<file path="src/rtl/booth_seq_mult.sv">
// booth_seq_mult: sequential radix-2 Booth multiplier for two's-complement
// operands. Each clock performs one add/subtract-and-shift step, so one
// product completes every WIDTH iterations.
//
// Ports:
//   clk          rising-edge clock
//   rst          asynchronous, active-high reset
//   start        request, sampled when idle or in the done cycle
//   multiplicand signed operand M, sampled with start
//   multiplier   signed operand Q, sampled with start
//   busy         high while an operation is in progress
//   done         one-cycle pulse when product has just been updated
//   product      registered signed M*Q, held until the next completion
module booth_seq_mult #(
  parameter int WIDTH = 8
) (
  input  logic               clk,
  input  logic               rst,
  input  logic               start,
  input  logic [WIDTH-1:0]   multiplicand,
  input  logic [WIDTH-1:0]   multiplier,
  output logic               busy,
  output logic               done,
  output logic [2*WIDTH-1:0] product
);

  localparam int CW = (WIDTH > 1) ? $clog2(WIDTH) : 1;
  localparam logic [CW-1:0] LAST = CW'(WIDTH - 1);

  typedef enum logic [1:0] {
    IDLE = 2'd0,
    CALC = 2'd1,
    DONE = 2'd2
  } state_t;

  state_t state, next_state;

  // Accumulator is one bit wider than the operands so that subtracting
  // M = -2^(WIDTH-1) cannot overflow.
  logic [WIDTH:0]   a_reg;
  logic [WIDTH:0]   mx_reg;
  logic [WIDTH-1:0] q_reg;
  logic             q_1;
  logic [CW-1:0]    count;

  logic load, step, finish;

  logic [WIDTH:0]   a_sel;
  logic [WIDTH:0]   a_nxt;
  logic [WIDTH-1:0] q_nxt;

  // Add/subtract stage built from a chain of full-adder cells. Subtraction
  // is ~Mx with the carry-in forced to 1.
  always_comb begin : addsub
    logic           sub;
    logic           c;
    logic [WIDTH:0] addend;
    logic [WIDTH:0] sum;
    sub    = q_reg[0] & ~q_1;
    addend = sub ? ~mx_reg : mx_reg;
    // NOTE: the carry is a blocking temporary so each bit sees the carry
    // produced by the previous bit within the same evaluation.
    c      = sub;
    sum    = '0;
    for (int i = 0; i <= WIDTH; i++) begin
      sum[i] = a_reg[i] ^ addend[i] ^ c;
      c      = (a_reg[i] & addend[i]) | (c & (a_reg[i] ^ addend[i]));
    end
    // Booth pairs 00 and 11 leave the accumulator untouched.
    a_sel = (q_reg[0] ^ q_1) ? sum : a_reg;
  end

  // Arithmetic right shift of {A,Q,q_1}, replicating the sign of A.
  assign a_nxt = {a_sel[WIDTH], a_sel[WIDTH:1]};
  assign q_nxt = {a_sel[0], q_reg[WIDTH-1:1]};

  // NOTE: sequential state uses non-blocking assignments so every register
  // updates from the values present before the edge.
  always_ff @(posedge clk or posedge rst) begin
    if (rst) state <= IDLE;
    else     state <= next_state;
  end

  // NOTE: every output of this block gets a default first, so no path
  // through the case leaves a signal unassigned and no latch is inferred.
  always_comb begin
    next_state = state;
    load       = 1'b0;
    step       = 1'b0;
    finish     = 1'b0;
    unique case (state)
      IDLE: begin
        if (start) begin
          load       = 1'b1;
          next_state = CALC;
        end
      end
      CALC: begin
        step = 1'b1;
        if (count == LAST) begin
          finish     = 1'b1;
          next_state = DONE;
        end
      end
      DONE: begin
        if (start) begin
          load       = 1'b1;
          next_state = CALC;
        end else begin
          next_state = IDLE;
        end
      end
      default: next_state = IDLE;
    endcase
  end

  always_ff @(posedge clk or posedge rst) begin
    if (rst) begin
      a_reg   <= '0;
      mx_reg  <= '0;
      q_reg   <= '0;
      q_1     <= 1'b0;
      count   <= '0;
      product <= '0;
    end else if (load) begin
      a_reg   <= '0;
      mx_reg  <= {multiplicand[WIDTH-1], multiplicand};
      q_reg   <= multiplier;
      q_1     <= 1'b0;
      count   <= '0;
    end else if (step) begin
      a_reg   <= a_nxt;
      q_reg   <= q_nxt;
      q_1     <= q_reg[0];
      count   <= count + CW'(1);
      // Product is taken from the post-shift value of the final iteration.
      if (finish) product <= {a_nxt[WIDTH-1:0], q_nxt};
    end
  end

  assign busy = (state == CALC);
  assign done = (state == DONE);

endmodule

</file>
<file path="config.mk">
export PLATFORM = sky130hd
export DESIGN_NAME = booth_seq_mult
export DESIGN_NICKNAME = d
export VERILOG_FILES = /design/src/rtl/booth_seq_mult.sv
export SDC_FILE = /design/constraint.sdc
export NUM_CORES = 1
export LEC_CHECK = 0
export ABC_AREA = 1
export CAP_MARGIN = 20
export CELL_PAD_IN_SITES_DETAIL_PLACEMENT = 1
export CELL_PAD_IN_SITES_GLOBAL_PLACEMENT = 2
export CORE_ASPECT_RATIO = 0.8
export CORE_MARGIN = 2
export CORE_UTILIZATION = 31
export DETAILED_ROUTE_END_ITERATION = 7
export PLACE_DENSITY = 0.82
export SLEW_MARGIN = 40
export SYNTH_ARGS = -nofsm -noshare
export SYNTH_HDL_FRONTEND = slang
export SYNTH_SLANG_ARGS = --single-unit
</file>
<file path="constraint.sdc">
create_clock -name clk -period 5.55 [get_ports clk]
set_input_delay 0.8325 -clock clk [delete_from_list [all_inputs] [get_ports clk]]
set_output_delay 0.8325 -clock clk [all_outputs]
set_load 0.01 [all_outputs]
</file>
==> results of run 1 <==
==> cell usage after synthesis (3+ instances only) <==
master   instances
o21ai_0         17
inv_1           23
buf_4            3
ha_1             3
nand3_1          5
buf_2            6
fa_1             8
nor2_1           6
dfrtp_1         46
xor2_1           5
nand2_1        134
==> metal layers <==
layer  GRT usage, %  share of wire, %  vias up
met2          24.76                46       24
met1          20.24                50      823
li1               -                 -      863
met5              0                 0        -
met4          5.342               1.5        0
met3          2.627               2.9        5
==> worst reg2reg max path, cell delays in order, from the launching register on <==
cell	delay (ps)
dfrtp_1	420
ha_1	370
xor2_1	240
fa_1	420
fa_1	380
fa_1	390
fa_1	390
fa_1	370
inv_1	80
fa_1	230
fa_1	430
o21ai_0	210
nand2_1	70
o21ai_0	70
==> cell usage in the layout (no fill, tap or decap), types with 3 or more instances in the layout <==
cell type | Yosys | layout
nand2_1 | 134 | 134
dfrtp_1 | 46 | 46
clkdlybuf4s50_1 | 0 | 36
inv_1 | 23 | 22
o21ai_0 | 17 | 17
fa_1 | 8 | 8
nor2_1 | 6 | 6
nand3_1 | 5 | 5
xor2_1 | 5 | 5
clkbuf_8 | 0 | 5
ha_1 | 3 | 3
==> cells by family after synthesis <==
family | Yosys count | share of synthesized area [%]
DFF | 46 | 51.80
AOI/OAI and AO/OA | 19 | 4.279
xor gates and xnor gates | 7 | 2.759
buffers and inverters | 33 | 6.419
adders and majority gates | 11 | 8.896
and+or+nand+nor | 148 | 25.84
==> per-stage QoR <==
| stage | std cells | cell area (sq um) |
|---|---|---|
| 2_1_floorplan | 264 | 2222 |
| 3_3_place_gp | 380 | 2654 |
| 3_5_place_dp | 380 | 2656 |
| 4_1_cts | 388 | 2794 |
| 5_1_grt | 388 | 2794 |
| 6_report | 388 | 2794 |
==> area by class of cell <==
type	instances	area [sq um]
clock buffer	5	68.82
clock inverter	3	68.82
fill	837	4131
inverter	24	92.59
multi-input combinational	185	928.4
sequential	46	1151
tap	87	108.9
timing repair buffer	38	375.4
==> path summary, 6_finish.rpt <==
kind,from,to,cells past startpoint
setup reg to reg,q_reg[0],a_reg[6],13
min in group asynchronous,rst,state[0],2
setup / recovery,q_reg[0],a_reg[6],13
hold reg to reg,product[4],product[4],2
hold / removal,product[4],product[4],2
max in group asynchronous,rst,a_reg[0],2
==> report_power, final <==
group | total (mW) | switching (mW) | internal, mW | leakage (nW)
Combinational | 0.931 | 0.544 | 0.388 | 0.775
Sequential | 0.615 | 0.112 | 0.503 | 0.567
Clock | 0.303 | 0.123 | 0.181 | 0.0683
==> results_dict.tcl, run 1 <==
set metrics [dict create \
    p_leak_nw 1.411 \
    worstPathArrival_ps 4380 \
    synthArstFlopShare_pct 100.0 \
    start_util_pct 32.09 \
    finalClockSkew_ps 11.49 \
    grt_pass1_wl_mm 9.211 \
    fp.dieH_microns 79.73 \
    fin_ws_ps 1392 \
    cp_cell_sequence "ha_1 -> xor2_1 -> fa_1 -> fa_1 -> fa_1 -> fa_1 -> fa_1 -> inv_1 -> fa_1 -> fa_1 -> o21ai_0 -> nand2_1 -> o21ai_0" \
    finalSetupTns_ps 0 \
    yosys.area.top_type "dfrtp_1" \
    p_total_mw 1.849 \
    firstDrtPassIters 5 \
    grt_usage_pct 15.09 \
    hpwl_mm 3.600 \
    tritoncts "yes" \
    drive_gt1_share_pct 4.651 \
    cts_buffers 5 \
    ys_types 17 \
    cp_top_family "adder cells" \
    yosys_warnings 0 \
    synth-edff-count 0 \
    ios 37 \
    drv_slew 0 \
    ys_top_cells_by_area "dfrtp_1 52%, nand2_1 23%, fa_1 7.2%, inv_1 3.9%, o21ai_0 3.8%" \
    num-nets-final 330 \
    status "finished, final reports clean" \
    post-route-drc-count 0 \
    fin_hold_ws_ps 485.2 \
    vias_per_cell 4.420 \
    rsz0062_at_grt "false" \
    antenna_found_initial 0 \
    path_buf_inv 1 \
    irDropWorstVdd_mv 0.1678 \
    regMostFlops "product" \
    r2r_setup_slack_ps 1390 \
    yosys_most_used_dff "dfrtp_1" \
    num_antenna_cells 0 \
    h-tree-depth 2 \
    cts.clk_slew.worst_paths_ps 100 \
    clock_latency_ps 310 \
    crit_slowest_cell "fa_1" \
    setup_violations 0 \
    gp_congestion 0.7052 \
    post-place-ws_ps 1380 \
    clock_tree.root_cell "clkbuf_8" \
    row_count 27 \
    critPathMaxStageDelay_ps 430 \
    initialDrtViolationCount 48 \
    core_area_sq_um 6925 \
    clock.fmax_ghz 0.2405 \
    clockBufferDepth 2 \
    cp_max_fo 8 \
    period_share_pct 74.92 \
    ctsResizeCount 0 \
    cts_setup_buffers 0 \
    synthToLayoutAreaGrowth_pct 25.73 \
    vias 1715 \
    grt_max_degree 47 \
    ys_seq_area_share_pct 51.80 \
    postCtsHoldBufs 0 \
    hold_violations 0 \
    end_kind "flop" \
    hold_path.class "flop to flop" \
    netlist_instances 264 \
    required_ps 5770 \
    drtAntennaViolNets 0 \
    wl_per_cell_microns 13.45 \
    dieArea_sq_um 7866 \
    worst_path_most_repeated_cell "fa_1" \
    synthesis.nets 294 \
    overflow 0 \
    clock-sinks 46 \
    grt_pass1_vias 1908 \
    finish.utilization_pct 40.34 \
    synth-seq-cells 46 \
    totalWireLength_mm 5.220 \
    portBuffers 36 \
    syn_area_sq_um 2222 \
    dieWidth_microns 98.66 \
    largest_reg_flops 16 \
    start_kind "flop" \
    tightest_slew_ps 582.6 \
    criticalPathCategory "flop to flop" \
    relSlewSlack_pct 61.16 \
    maxCapViolations 0 \
    yosys.area.top_type_share_pct 51.80 \
    syn_avg_cell_area_sq_um 8.417 \
    min_period_ps 4158 \
    cellPowerDensity_nw_per_um2 661.8 \
]
No activity file was read; power rests on OpenSTA's default activity.
==> run 2, diff against run 1 <==
- CORE_UTILIZATION: 31 -> 28
- PLACE_DENSITY: 0.82 -> 0.79
- clock period: 5.55 -> 3.7 ns (I/O delays scaled with it)
==> run 2 against run 1 <==
Sequential cell count unchanged. Highest routed layer unchanged. Count of clock-buffer cells in the layout up 1. Critical path depth did not move.
==> results_dict.tcl, run 2 (synthesis results as in run 1) <==
set metrics [dict create \
    status "finished, final reports clean" \
    drv_slew 0 \
    fin_ws_ps 124.1 \
    fin_cells 413 \
    drive_gt1_share_pct 9.180 \
    p_leak_nw 1.403 \
    firstDrtPassIters 4 \
    criticalPathCategory "flop to flop" \
    fin_hold_ws_ps 482.9 \
    clock-sinks 46 \
    num-nets-final 334 \
    post-route-drc-count 0 \
    cp_max_fo 3 \
    rsz0062_at_grt "true" \
    place_inst 402 \
    r2r_setup_slack_ps 120 \
    hpwl_mm 3.655 \
    num_antenna_cells 0 \
    vias_per_cell 4.269 \
    cp_top_family "adder cells" \
    tritoncts "yes" \
    finalInstanceArea_sq_um 2836 \
    cts_buffers 5 \
    p_total_mw 2.792 \
    cp-startpoint "q_reg[0]" \
    irDropWorstVdd_mv 0.3264 \
    maxCapViolations 0 \
    finalClockSkew_ps 8.252 \
    hold_violations 0 \
    start_kind "flop" \
    overflow 0 \
    worstPathArrival_ps 3800 \
    synthToLayoutAreaGrowth_pct 27.65 \
    core_area_sq_um 7801 \
    combPwrFrac_pct 55.2 \
    setup_violations 0 \
    post-place-ws_ps -37.01 \
    clock.fmax_ghz 0.2797 \
    multiInputGateArea_sq_um 957.2 \
    power.switching_mw 1.226 \
    dieWidth_microns 103.6 \
    final_common_cell "nand2_1" \
    required_ps 3930 \
    grt_usage_pct 13.35 \
    clockBufferDepth 2 \
    clock_latency_ps 300 \
    cts.clk_slew.worst_paths_ps 90 \
    crit_slowest_cell "dfrtp_1" \
    initialDrtViolationCount 55 \
    hp-start "product[10]" \
    regMostFlops "product" \
    tightest_slew_ps 585.1 \
    clkPwrFrac_pct 11.7 \
    cp_cell_sequence "ha_2 -> xor2_2 -> fa_2 -> fa_2 -> fa_2 -> fa_2 -> fa_2 -> inv_2 -> fa_2 -> fa_1 -> o21ai_2 -> nand2_1 -> o21ai_1" \
    grt_pass1_wl_mm 9.101 \
    row_count 29 \
    p_sw_share_pct 43.91 \
    dieArea_sq_um 8669 \
    clock_tree.root_cell "clkbuf_8" \
    regArea_sq_um 1151 \
    period_share_pct 96.64 \
    p_seq_share_pct 33.1 \
    hold_path.class "flop to flop" \
    min_period_ps 3576 \
    p_int_mw 1.566 \
    gp_congestion 0.7693 \
    start_util_pct 28.48 \
    final_cell_mix "134 x nand2_1, 46 x dfrtp_1, 36 x clkdlybuf4s50_1, 21 x inv_1, 15 x o21ai_0" \
    portBuffers 36 \
    ios 37 \
    relSlewSlack_pct 60.99 \
    h-tree-depth 2 \
    largest_reg_flops 16 \
    totalWireLength_mm 5.312 \
    drtAntennaViolNets 0 \
    grt_max_degree 47 \
    cellPowerDensity_nw_per_um2 984.2 \
    reg2reg_from "q_reg[0]" \
    grt_pass1_vias 1876 \
    nFillCells 936 \
    postCtsHoldBufs 0 \
    antenna_found_initial 0 \
    vias 1763 \
    fp.dieH_microns 83.68 \
    critPathMaxStageDelay_ps 410 \
    worst_path_most_repeated_cell "fa_2" \
    wl_per_cell_microns 12.86 \
    postPlaceCellArea_sq_um 2703 \
    end_kind "flop" \
    path_buf_inv 1 \
]
## run 2: changes by cell type in the layout (fill, tap and decap cells not counted), moves of 2 or more
cell,change
buf_4,+4
fa_2,+6
fa_1,-6
o21ai_0,-2
bufinv_16,-2
## run 2: layout make-up
cell class | instances | area share [%]
Clock buffer | 6 | 2.911
Clock inverter | 2 | 0.4411
Inverter | 24 | 3.264
Multi-Input combinational cell | 185 | 33.75
Sequential cell | 46 | 40.58
Tap cell | 108 | 4.764
Timing Repair Buffer | 42 | 14.29
## run 2: per-stage QoR
step	utilization [%]	setup TNS [ps]
after floorplan	-	0
after CTS	35.94	0
after global routing	36.36	-67.64
after global placement	34.61	0
final	36.36	0
after detailed placement	34.64	-68.04
## run 2: metal layers
| metal | up-vias | GRT usage [%] | share of wire, % |
|---|---|---|---|
| met5 | - | 0 | 0 |
| met4 | 0 | 4.423 | 0.96 |
| met3 | 5 | 2.732 | 2.5 |
| met2 | 27 | 21.01 | 46 |
| met1 | 865 | 18.52 | 51 |
| li1 | 866 | - | - |
## run 2: timing repair
action,in CTS,in global routing
endpoints found under the hold margin,0,0
setup buffers,0,3
gates resized for setup,2,3
cloned,0,0
pin swaps,1,5
endpoints found under the setup margin,2,2
## run 2: path summary, 6_finish.rpt
path                                to  depth (start not counted)
max in group asynchronous     a_reg[4]                          2
setup / recovery              a_reg[6]                         13
hold / removal             product[10]                          2
hold reg to reg            product[10]                          2
setup reg to reg              a_reg[6]                         13
min in group asynchronous   product[4]                          2
## run 2: power groups by stage
stage / logic, mW / registers [mW] / clock network, mW
global placement: 1.44 / 0.927 / 0
CTS: 1.52 / 0.927 / 0.340
detailed placement: 1.49 / 0.933 / 0
finish: 1.54 / 0.924 / 0.327
floorplan: 0.983 / 0.937 / 0
global route: 1.78 / 0.961 / 0.362
## run 2: tightest hold or removal path, delay by kind of cell (launching register included)
kind	cells	cell delay, ps
DFF	1	350
and+or+nand+nor	2	100
